<file path="src/rtl/pe_loader_pkg.sv">
// ----------------------------------------------------------------------------
// pe_loader_pkg
// Shared definitions for the PE loader slice: default frame geometry, the
// loader FSM state type and a counter-width helper.
// No ports (package).
// ----------------------------------------------------------------------------
package pe_loader_pkg;

    localparam int unsigned PE_DATA_WIDTH  = 16;
    localparam int unsigned PE_LOAD_NUM    = 8;
    localparam int unsigned PE_OUT_NUM     = 4;
    localparam int unsigned PE_FIFO_DEPTH  = 64;
    localparam int unsigned PE_WDOG_CYCLES = 4096;

    typedef enum logic [1:0] {
        IDLE  = 2'b00,
        BURST = 2'b01,
        RUN   = 2'b10
    } state_e;

    // Bits needed for a counter running 0..n-1 (at least one bit).
    function automatic int unsigned cnt_width(input int unsigned n);
        return (n < 2) ? 1 : $clog2(n);
    endfunction

endpackage

</file>
<file path="src/rtl/pe_loader_if.sv">
// ----------------------------------------------------------------------------
// pe_loader_if
// Groups the upstream sample stream and the PE load/result signals.
//   s_valid/s_data/s_ready : upstream valid/ready stream, s_data = {imag, real}
//   din_pe_v/din_pe        : load burst towards the PE
//   dout_pe_v              : PE result strobe (counted only)
// Modports: slave  = the loader itself
//           master = the environment (upstream source + PE)
// ----------------------------------------------------------------------------
interface pe_loader_if #(
    parameter int unsigned DATA_WIDTH = 16
);
    logic                      s_valid;
    logic [2*DATA_WIDTH-1:0]   s_data;
    logic                      s_ready;
    logic                      din_pe_v;
    logic [2*DATA_WIDTH-1:0]   din_pe;
    logic                      dout_pe_v;

    modport slave (
        input  s_valid, s_data, dout_pe_v,
        output s_ready, din_pe_v, din_pe
    );

    modport master (
        output s_valid, s_data, dout_pe_v,
        input  s_ready, din_pe_v, din_pe
    );
endinterface

</file>
<file path="src/rtl/pe_loader_sync_fifo.sv">
// ----------------------------------------------------------------------------
// sync_fifo
// Single-clock FIFO with registered, first-word-fall-through read data.
//   clk, rst : clock, asynchronous active-low reset
//   push/din : write strobe and data (ignored when full)
//   pop      : consume the head word (ignored when empty)
//   dout     : head word, registered, valid whenever !empty
//   count    : occupancy 0..DEPTH
//   full     : count == DEPTH
//   empty    : count == 0
// DEPTH must be a power of two (pointers wrap naturally).
// ----------------------------------------------------------------------------
module sync_fifo #(
    parameter int unsigned WIDTH = 32,
    parameter int unsigned DEPTH = 64
) (
    input  logic                     clk,
    input  logic                     rst,
    input  logic                     push,
    input  logic                     pop,
    input  logic [WIDTH-1:0]         din,
    output logic [WIDTH-1:0]         dout,
    output logic [$clog2(DEPTH):0]   count,
    output logic                     full,
    output logic                     empty
);
    localparam int unsigned AW = $clog2(DEPTH);
    localparam int unsigned CW = AW + 1;

    logic [WIDTH-1:0] mem [DEPTH];
    logic [AW-1:0]    wr_ptr_q, wr_ptr_d;
    logic [AW-1:0]    rd_ptr_q, rd_ptr_d;
    logic [CW-1:0]    count_q, count_d;
    logic [WIDTH-1:0] dout_q, dout_d;
    logic             do_push, do_pop;

    assign full    = (count_q == CW'(DEPTH));
    assign empty   = (count_q == '0);
    assign do_push = push & ~full;
    assign do_pop  = pop & ~empty;
    assign count   = count_q;
    assign dout    = dout_q;

    always_comb begin
        wr_ptr_d = wr_ptr_q;
        rd_ptr_d = rd_ptr_q;
        count_d  = count_q;
        if (do_push) wr_ptr_d = wr_ptr_q + AW'(1);
        if (do_pop)  rd_ptr_d = rd_ptr_q + AW'(1);
        case ({do_push, do_pop})
            2'b10:   count_d = count_q + CW'(1);
            2'b01:   count_d = count_q - CW'(1);
            default: count_d = count_q;
        endcase
        // The output register always holds the word that will be at the head
        // after this edge; when that slot is being written right now the
        // memory does not have it yet, so bypass the incoming word.
        if (do_push && (wr_ptr_q == rd_ptr_d)) dout_d = din;
        else                                   dout_d = mem[rd_ptr_d];
    end

    always_ff @(posedge clk) begin
        if (do_push) mem[wr_ptr_q] <= din;
    end

    always_ff @(posedge clk or negedge rst) begin
        if (!rst) begin
            wr_ptr_q <= '0;
            rd_ptr_q <= '0;
            count_q  <= '0;
            dout_q   <= '0;
        end else begin
            wr_ptr_q <= wr_ptr_d;
            rd_ptr_q <= rd_ptr_d;
            count_q  <= count_d;
            dout_q   <= dout_d;
        end
    end

endmodule

</file>
<file path="src/rtl/pe_loader.sv">
// ----------------------------------------------------------------------------
// pe_loader
// Upstream feeder for one PE. Buffers a valid/ready stream of complex samples
// and emits each frame as one gap-free burst of LOAD_NUM words, then waits for
// OUT_NUM result strobes before the next burst may start.
//   clk       : clock
//   rst       : asynchronous active-low reset (aborts any frame, drops data)
//   io        : pe_loader_if.slave (s_valid/s_data/s_ready, din_pe_v/din_pe,
//               dout_pe_v)
//   busy      : frame in flight (BURST or RUN)
//   fifo_cnt  : current buffer occupancy
//   wdog_err  : sticky RUN-timeout flag (only with PE_LOADER_WDOG_EN)
// Optional feature macro: PE_LOADER_WDOG_EN adds parameter WDOG_CYCLES and
// port wdog_err; RUN is abandoned after WDOG_CYCLES cycles without all results.
// ----------------------------------------------------------------------------
module pe_loader
    import pe_loader_pkg::*;
#(
    parameter int unsigned DATA_WIDTH  = PE_DATA_WIDTH,
    parameter int unsigned LOAD_NUM    = PE_LOAD_NUM,
    parameter int unsigned OUT_NUM     = PE_OUT_NUM,
    parameter int unsigned FIFO_DEPTH  = PE_FIFO_DEPTH
`ifdef PE_LOADER_WDOG_EN
    , parameter int unsigned WDOG_CYCLES = PE_WDOG_CYCLES
`endif
) (
    input  logic                          clk,
    input  logic                          rst,
    pe_loader_if.slave                    io,
    output logic                          busy,
    output logic [$clog2(FIFO_DEPTH):0]   fifo_cnt
`ifdef PE_LOADER_WDOG_EN
    , output logic                        wdog_err
`endif
);
    localparam int unsigned SW    = 2 * DATA_WIDTH;
    localparam int unsigned CNT_W = $clog2(FIFO_DEPTH) + 1;
    localparam int unsigned BC_W  = cnt_width(LOAD_NUM);
    localparam int unsigned OC_W  = cnt_width(OUT_NUM);

    state_e            state_q, state_d;
    logic [BC_W-1:0]   burst_cnt_q, burst_cnt_d;
    logic [OC_W-1:0]   out_cnt_q, out_cnt_d;
    logic              din_v_q, din_v_d;
    logic [SW-1:0]     din_q, din_d;

    logic              pop_req;
    logic              fifo_push, fifo_pop, fifo_full, fifo_empty;
    logic [SW-1:0]     fifo_dout;
    logic [CNT_W-1:0]  fifo_count;
    logic              frame_ready;
    logic              frame_done;

`ifdef PE_LOADER_WDOG_EN
    localparam int unsigned WC_W = cnt_width(WDOG_CYCLES);
    logic [WC_W-1:0]   wdog_cnt_q, wdog_cnt_d;
    logic              wdog_err_q, wdog_err_d;
    assign wdog_err = wdog_err_q;
`endif

    // Not ready while reset is held so upstream cannot mistake a held-off
    // handshake for an accepted word.
    assign io.s_ready  = rst & ~fifo_full;
    assign fifo_push   = io.s_valid & io.s_ready;
    assign fifo_pop    = pop_req & ~fifo_empty;
    assign frame_ready = (fifo_count >= CNT_W'(LOAD_NUM));
    assign frame_done  = io.dout_pe_v && (out_cnt_q == OC_W'(OUT_NUM - 1));

    assign fifo_cnt    = fifo_count;
    assign busy        = (state_q != IDLE);
    assign io.din_pe_v = din_v_q;
    assign io.din_pe   = din_q;

    sync_fifo #(
        .WIDTH (SW),
        .DEPTH (FIFO_DEPTH)
    ) u_fifo (
        .clk   (clk),
        .rst   (rst),
        .push  (fifo_push),
        .pop   (fifo_pop),
        .din   (io.s_data),
        .dout  (fifo_dout),
        .count (fifo_count),
        .full  (fifo_full),
        .empty (fifo_empty)
    );

    always_comb begin
        state_d     = state_q;
        burst_cnt_d = burst_cnt_q;
        out_cnt_d   = out_cnt_q;
        pop_req     = 1'b0;
        din_v_d     = 1'b0;
        din_d       = '0;
`ifdef PE_LOADER_WDOG_EN
        wdog_cnt_d  = '0;
        wdog_err_d  = wdog_err_q;
`endif
        unique case (state_q)
            IDLE: begin
                // First word leaves on the same edge as the decision, so the
                // burst counter already points at the second word.
                if (frame_ready) begin
                    pop_req = 1'b1;
                    din_v_d = 1'b1;
                    din_d   = fifo_dout;
                    if (LOAD_NUM == 1) begin
                        state_d     = RUN;
                        burst_cnt_d = '0;
                    end else begin
                        state_d     = BURST;
                        burst_cnt_d = BC_W'(1);
                    end
                end
            end
            BURST: begin
                pop_req = 1'b1;
                din_v_d = 1'b1;
                din_d   = fifo_dout;
                if (burst_cnt_q == BC_W'(LOAD_NUM - 1)) begin
                    state_d     = RUN;
                    burst_cnt_d = '0;
                end else begin
                    burst_cnt_d = burst_cnt_q + BC_W'(1);
                end
            end
            RUN: begin
                if (frame_done) begin
                    state_d   = IDLE;
                    out_cnt_d = '0;
                end else begin
                    if (io.dout_pe_v) out_cnt_d = out_cnt_q + OC_W'(1);
`ifdef PE_LOADER_WDOG_EN
                    wdog_cnt_d = wdog_cnt_q + WC_W'(1);
                    if (wdog_cnt_q == WC_W'(WDOG_CYCLES - 1)) begin
                        state_d    = IDLE;
                        out_cnt_d  = '0;
                        wdog_cnt_d = '0;
                        wdog_err_d = 1'b1;
                    end
`endif
                end
            end
            default: state_d = IDLE;
        endcase
    end

    always_ff @(posedge clk or negedge rst) begin
        if (!rst) begin
            state_q     <= IDLE;
            burst_cnt_q <= '0;
            out_cnt_q   <= '0;
            din_v_q     <= 1'b0;
            din_q       <= '0;
`ifdef PE_LOADER_WDOG_EN
            wdog_cnt_q  <= '0;
            wdog_err_q  <= 1'b0;
`endif
        end else begin
            state_q     <= state_d;
            burst_cnt_q <= burst_cnt_d;
            out_cnt_q   <= out_cnt_d;
            din_v_q     <= din_v_d;
            din_q       <= din_d;
`ifdef PE_LOADER_WDOG_EN
            wdog_cnt_q  <= wdog_cnt_d;
            wdog_err_q  <= wdog_err_d;
`endif
        end
    end

endmodule
</file>
<file path="src/flat_wrapper.sv">
// flat-port wrapper written by rule: the top's interface ports become plain ports
module pe_loader_flat import pe_loader_pkg::*;
#(
    parameter int unsigned DATA_WIDTH  = PE_DATA_WIDTH,
    parameter int unsigned LOAD_NUM    = PE_LOAD_NUM,
    parameter int unsigned OUT_NUM     = PE_OUT_NUM,
    parameter int unsigned FIFO_DEPTH  = PE_FIFO_DEPTH

)
  (clk, rst, busy, fifo_cnt, io_s_valid, io_s_data, io_dout_pe_v, io_s_ready, io_din_pe_v, io_din_pe);
  pe_loader_if #(.DATA_WIDTH(DATA_WIDTH)) io_i ();
  input  logic clk;
  input  logic rst;
  output logic busy;
  output logic [$clog2(FIFO_DEPTH):0] fifo_cnt;
  input wire logic [$bits(io_i.s_valid)-1:0] io_s_valid;
  input wire logic [$bits(io_i.s_data)-1:0] io_s_data;
  input wire logic [$bits(io_i.dout_pe_v)-1:0] io_dout_pe_v;
  output wire logic [$bits(io_i.s_ready)-1:0] io_s_ready;
  output wire logic [$bits(io_i.din_pe_v)-1:0] io_din_pe_v;
  output wire logic [$bits(io_i.din_pe)-1:0] io_din_pe;
  assign io_i.s_valid = io_s_valid;
  assign io_i.s_data = io_s_data;
  assign io_i.dout_pe_v = io_dout_pe_v;
  assign io_s_ready = io_i.s_ready;
  assign io_din_pe_v = io_i.din_pe_v;
  assign io_din_pe = io_i.din_pe;
  pe_loader #(.DATA_WIDTH(DATA_WIDTH), .LOAD_NUM(LOAD_NUM), .OUT_NUM(OUT_NUM), .FIFO_DEPTH(FIFO_DEPTH)) u_core (.clk(clk), .rst(rst), .io(io_i), .busy(busy), .fifo_cnt(fifo_cnt));
endmodule
</file>
<file path="config.mk">
export PLATFORM = sky130hd
export DESIGN_NAME = pe_loader_flat
export DESIGN_NICKNAME = d
export VERILOG_FILES = /design/src/rtl/pe_loader_pkg.sv /design/src/rtl/pe_loader_if.sv /design/src/rtl/pe_loader_sync_fifo.sv /design/src/rtl/pe_loader.sv /design/src/flat_wrapper.sv
export SDC_FILE = /design/constraint.sdc
export NUM_CORES = 2
export LEC_CHECK = 0
export CAP_MARGIN = 10
export CORE_AREA = 4 4 436 438
export DETAILED_ROUTE_END_ITERATION = 10
export DIE_AREA = 0 0 440 442
export PLACE_DENSITY_LB_ADDON = 0.12
export SYNTH_ARGS = -nofsm -noshare
export SYNTH_HDL_FRONTEND = slang
export SYNTH_SLANG_ARGS = --single-unit
</file>
<file path="constraint.sdc">
create_clock -name clk -period 4 [get_ports clk]
set_input_delay 1 -clock clk [delete_from_list [all_inputs] [get_ports clk]]
set_output_delay 1 -clock clk [all_outputs]
set_load 0.02 [all_outputs]
</file>
==> reports/metrics.cfg <==
[setup_path]
critPathMaxFanout = 33
r2r_slack_ns = 0.11
critPathArrivalTime_ns = 4.69
startpoint = u_core.u_fifo.rd_ptr_q[0]
worst_path_max_delay_cell = dfrtp_4
r2r-start = u_core.u_fifo.rd_ptr_q[0]
cp_cell_sequence = ha_1, and3b_1, a22oi_4, buf_4, buf_4, buf_4, o22ai_1, o21ai_0, nand3_1, a21oi_1, or4_1, o22a_1
cpPeakStageDelay_ns = 0.51
required_ns = 4.80
crit_path_end_kind = flip-flop
critPathLaunchType = flip-flop
path_common_cell = buf_4
worstSetupPathType = reg -> reg

[cts]
cts_buffer_depth = 3
numCtsBuffers = 218
root_buffer = clkbuf_16
insertion_delay_ns = 0.87
path_clk_slew_ns = 0.06
cts_sinks = 2139
cts_max_level = 4
post_cts_resized = 0
cts_hold_buf = 0
post-cts-setup-buffers = 0
cts_tree = done

[placement]
numPortBuffers = 77
place_congestion = 0.9175
dpl.hpwl_um = 171900
dpl-instance-area_um2 = 98960

[floorplan]
fp.dieW_um = 440
core_area_um2 = 186600
die_h_um = 442
initial_utilization_pct = 49.70
dieArea_um2 = 194500
fp-row-count = 159
boundaryPins = 78

[sta]
slew_viol_final = 0
finalSetupTns_ns = 0
hold_viol_final = 0
period_share_pct = 97.22
fin_crit_ns = 3.889
fin_hold_ws_ns = 0.2241
finClkSkew_ns = 0.04302
tightest_slew_ns = 1.256
rsz0062_at_grt = no
fmax_mhz = 257.2
max_slew_margin_pct = 16.24
setup_viol = 0

[synth]
syn_area_um2 = 92740
synth_top_area_share_pct = 66.31
synthArstFlopShare_pct = 4.254
synth_area_leaders = edfxtp_1 (66%), o221ai_1 (8.8%), o22ai_1 (4.7%), o21ai_0 (2.7%), dfrtp_1 (2.5%)
syn_inst = 6552
ys_ff_latch = 2139
yosys.area.top_type = edfxtp_1
synth_edf_count = 2048
synth_commonest_cells = edfxtp_1 (2048), o221ai_1 (934), o22ai_1 (704)
yosys_most_used_dff = edfxtp_1
ys_types = 80
synth_warnings = 0
syn-num-nets = 6596
yosysMostFrequentCell = edfxtp_1
syn_avg_cell_area_um2 = 14.15
yosysSeqAreaShare_pct = 68.77

[grt]
grt_start_max_net_pins = 138
grt_use_total_pct = 29.29
antenna_found_initial = 27
first_global_vias = 62770
grt_overflow_total = 0
grt_pass1_wl_um = 424900

[route]
via_per_inst = 7.119
drtIter0Drc = 8362
drc = 0
firstDrtPassIters = 8
antenna_left = 0
vias = 66110
wire_per_inst_um = 31.60
finalWirelength_um = 293400

[job]
maxCapViolations = 0

[final_layout]
final_core_util_pct = 56.86
stdcell_area_um2 = 106100
synthToLayoutAreaGrowth_pct = 14.41
drive_gt1_share_pct = 15.25
fill_cells = 14790
nets = 6628

[run_status]
status = completed

[min_path]
min_path_type = in -> async

[power]
ir_drop_uv = 1042
powerDensity_nw_per_um2 = 876.4
leakage_uw = 0.03224

-- final timing paths --
| check | to | depth (start not counted) |
|---|---|---|
| max | u_core.u_fifo.dout[11] | 12 |
| min | u_core.u_fifo.dout[14] | 2 |
| max reg2reg | u_core.u_fifo.dout[11] | 12 |
| min reg2reg | u_core.io.din_pe[21] | 1 |
| max in group asynchronous | u_core.u_fifo.rd_ptr_q[0] | 3 |
| min in group clk | u_core.io.din_pe[21] | 1 |
-- worst max-delay path, delay by kind of cell, from the launching register on --
family                   cells  cell delay [ns]
AND/OR/NAND/NOR              3             0.51
adder cells (fa/ha/maj)      1             0.37
flip-flops                   1             0.51
buffers and inverters        3             1.11
AO/OA/AOI/OAI                5             1.27
-- cell type report --
| type | instances | area [um^2] | area share [%] |
|---|---|---|---|
| multi-input combinational | 3710 | 26830 | 25.28 |
| clock inverter | 133 | 1209 | 1.139 |
| timing repair buffer | 501 | 5218 | 4.917 |
| sequential | 2139 | 63780 | 60.11 |
| antenna | 19 | 47.55 | 0.04481 |
| inverter | 14 | 62.56 | 0.05896 |
| clock buffer | 276 | 5837 | 5.501 |
| tap | 2495 | 3122 | 2.942 |
-- per-layer routing --
metal  global-route usage (%)  wire length [um]  vias up
met4                    12.42             12750        2
met1                    40.39            116900    33940
met2                    45.94            137500     3352
met5                        0                12        -
li1                         -                 -    28210
met3                    5.318             26230      612
-- where the power goes --
group          internal, uW  switching [uW]
Combinational         17100           29900
Sequential            25400             600
Clock                 11300            8760
-- state kept, by name, summed over array words and instances, names as in the netlist --
signal,flops
u_core.u_fifo.rd_ptr_q,6
u_core.io.din_pe_v,1
u_core.u_fifo.wr_ptr_q,6
u_core.u_fifo.dout,32
u_core.out_cnt_q,2
u_core.io.din_pe,32
u_core.u_fifo.count,7
u_core.burst_cnt_q,3
u_core.u_fifo.mem,2048
u_core.state_q,2
-- cell usage in the layout, fill, tap and decap left out, types with 10 or more instances in the layout --
cell             synthesis  final
edfxtp_1              2048   2048
o221ai_1               934    930
o22ai_1                704    703
o21ai_0                496    496
buf_4                    2    311
a21oi_1                240    240
clkbuf_16                0    221
nand3_1                204    204
buf_12                   0    114
mux2_2                 108    108
a211oi_1               106    106
nor2_1                 168    104
o21a_1                  93     93
dfrtp_1                 91     90
or4_1                   75     75
o22a_1                  74     74
mux2i_1                 67     67
nor2_4                   0     64
clkinv_1                 0     50
clkinv_2                 0     48
clkbuf_1               535     45
clkdlybuf4s50_1          0     44
a31oi_1                 40     40
and2_1                  36     36
nand2_1                 34     33
buf_2                   64     32
a41oi_1                 27     27
a2bb2oi_1               26     26
a31o_2                  24     24
nor3_1                  20     20
diode_2                  0     19
mux4_2                  15     15
bufinv_16                0     15
o211ai_1                13     13
o221a_2                 13     13
xnor2_1                 13     12
inv_1                   12     11
xor2_1                  10     10
clkbuf_8                 0     10
-- logic make-up (layout without fill, tap and decap cells) --
family,Yosys count,count (layout),synth area share (%)
multiplexers,190,190,2.399
flip-flops,2139,2139,68.77
buffers and inverters,703,924,2.990
AO/OA/AOI/OAI,2890,2890,22.08
XOR/XNOR,25,25,0.2644
adder cells (fa/ha/maj),8,8,0.1079
other,0,19,0
AND/OR/NAND/NOR,597,597,3.388
-- per-stage QoR --
step	power (uW)	setup slack (ns)	instances
after detailed placement	72680	0.1718	8857
final	92990	0.1114	9287
after global placement	71930	0.1584	8857
after floorplan	55390	0.08205	6552
after CTS	92750	0.08657	9266
after global routing	97660	0.002816	9282
(Power assumes the default switching activity.)
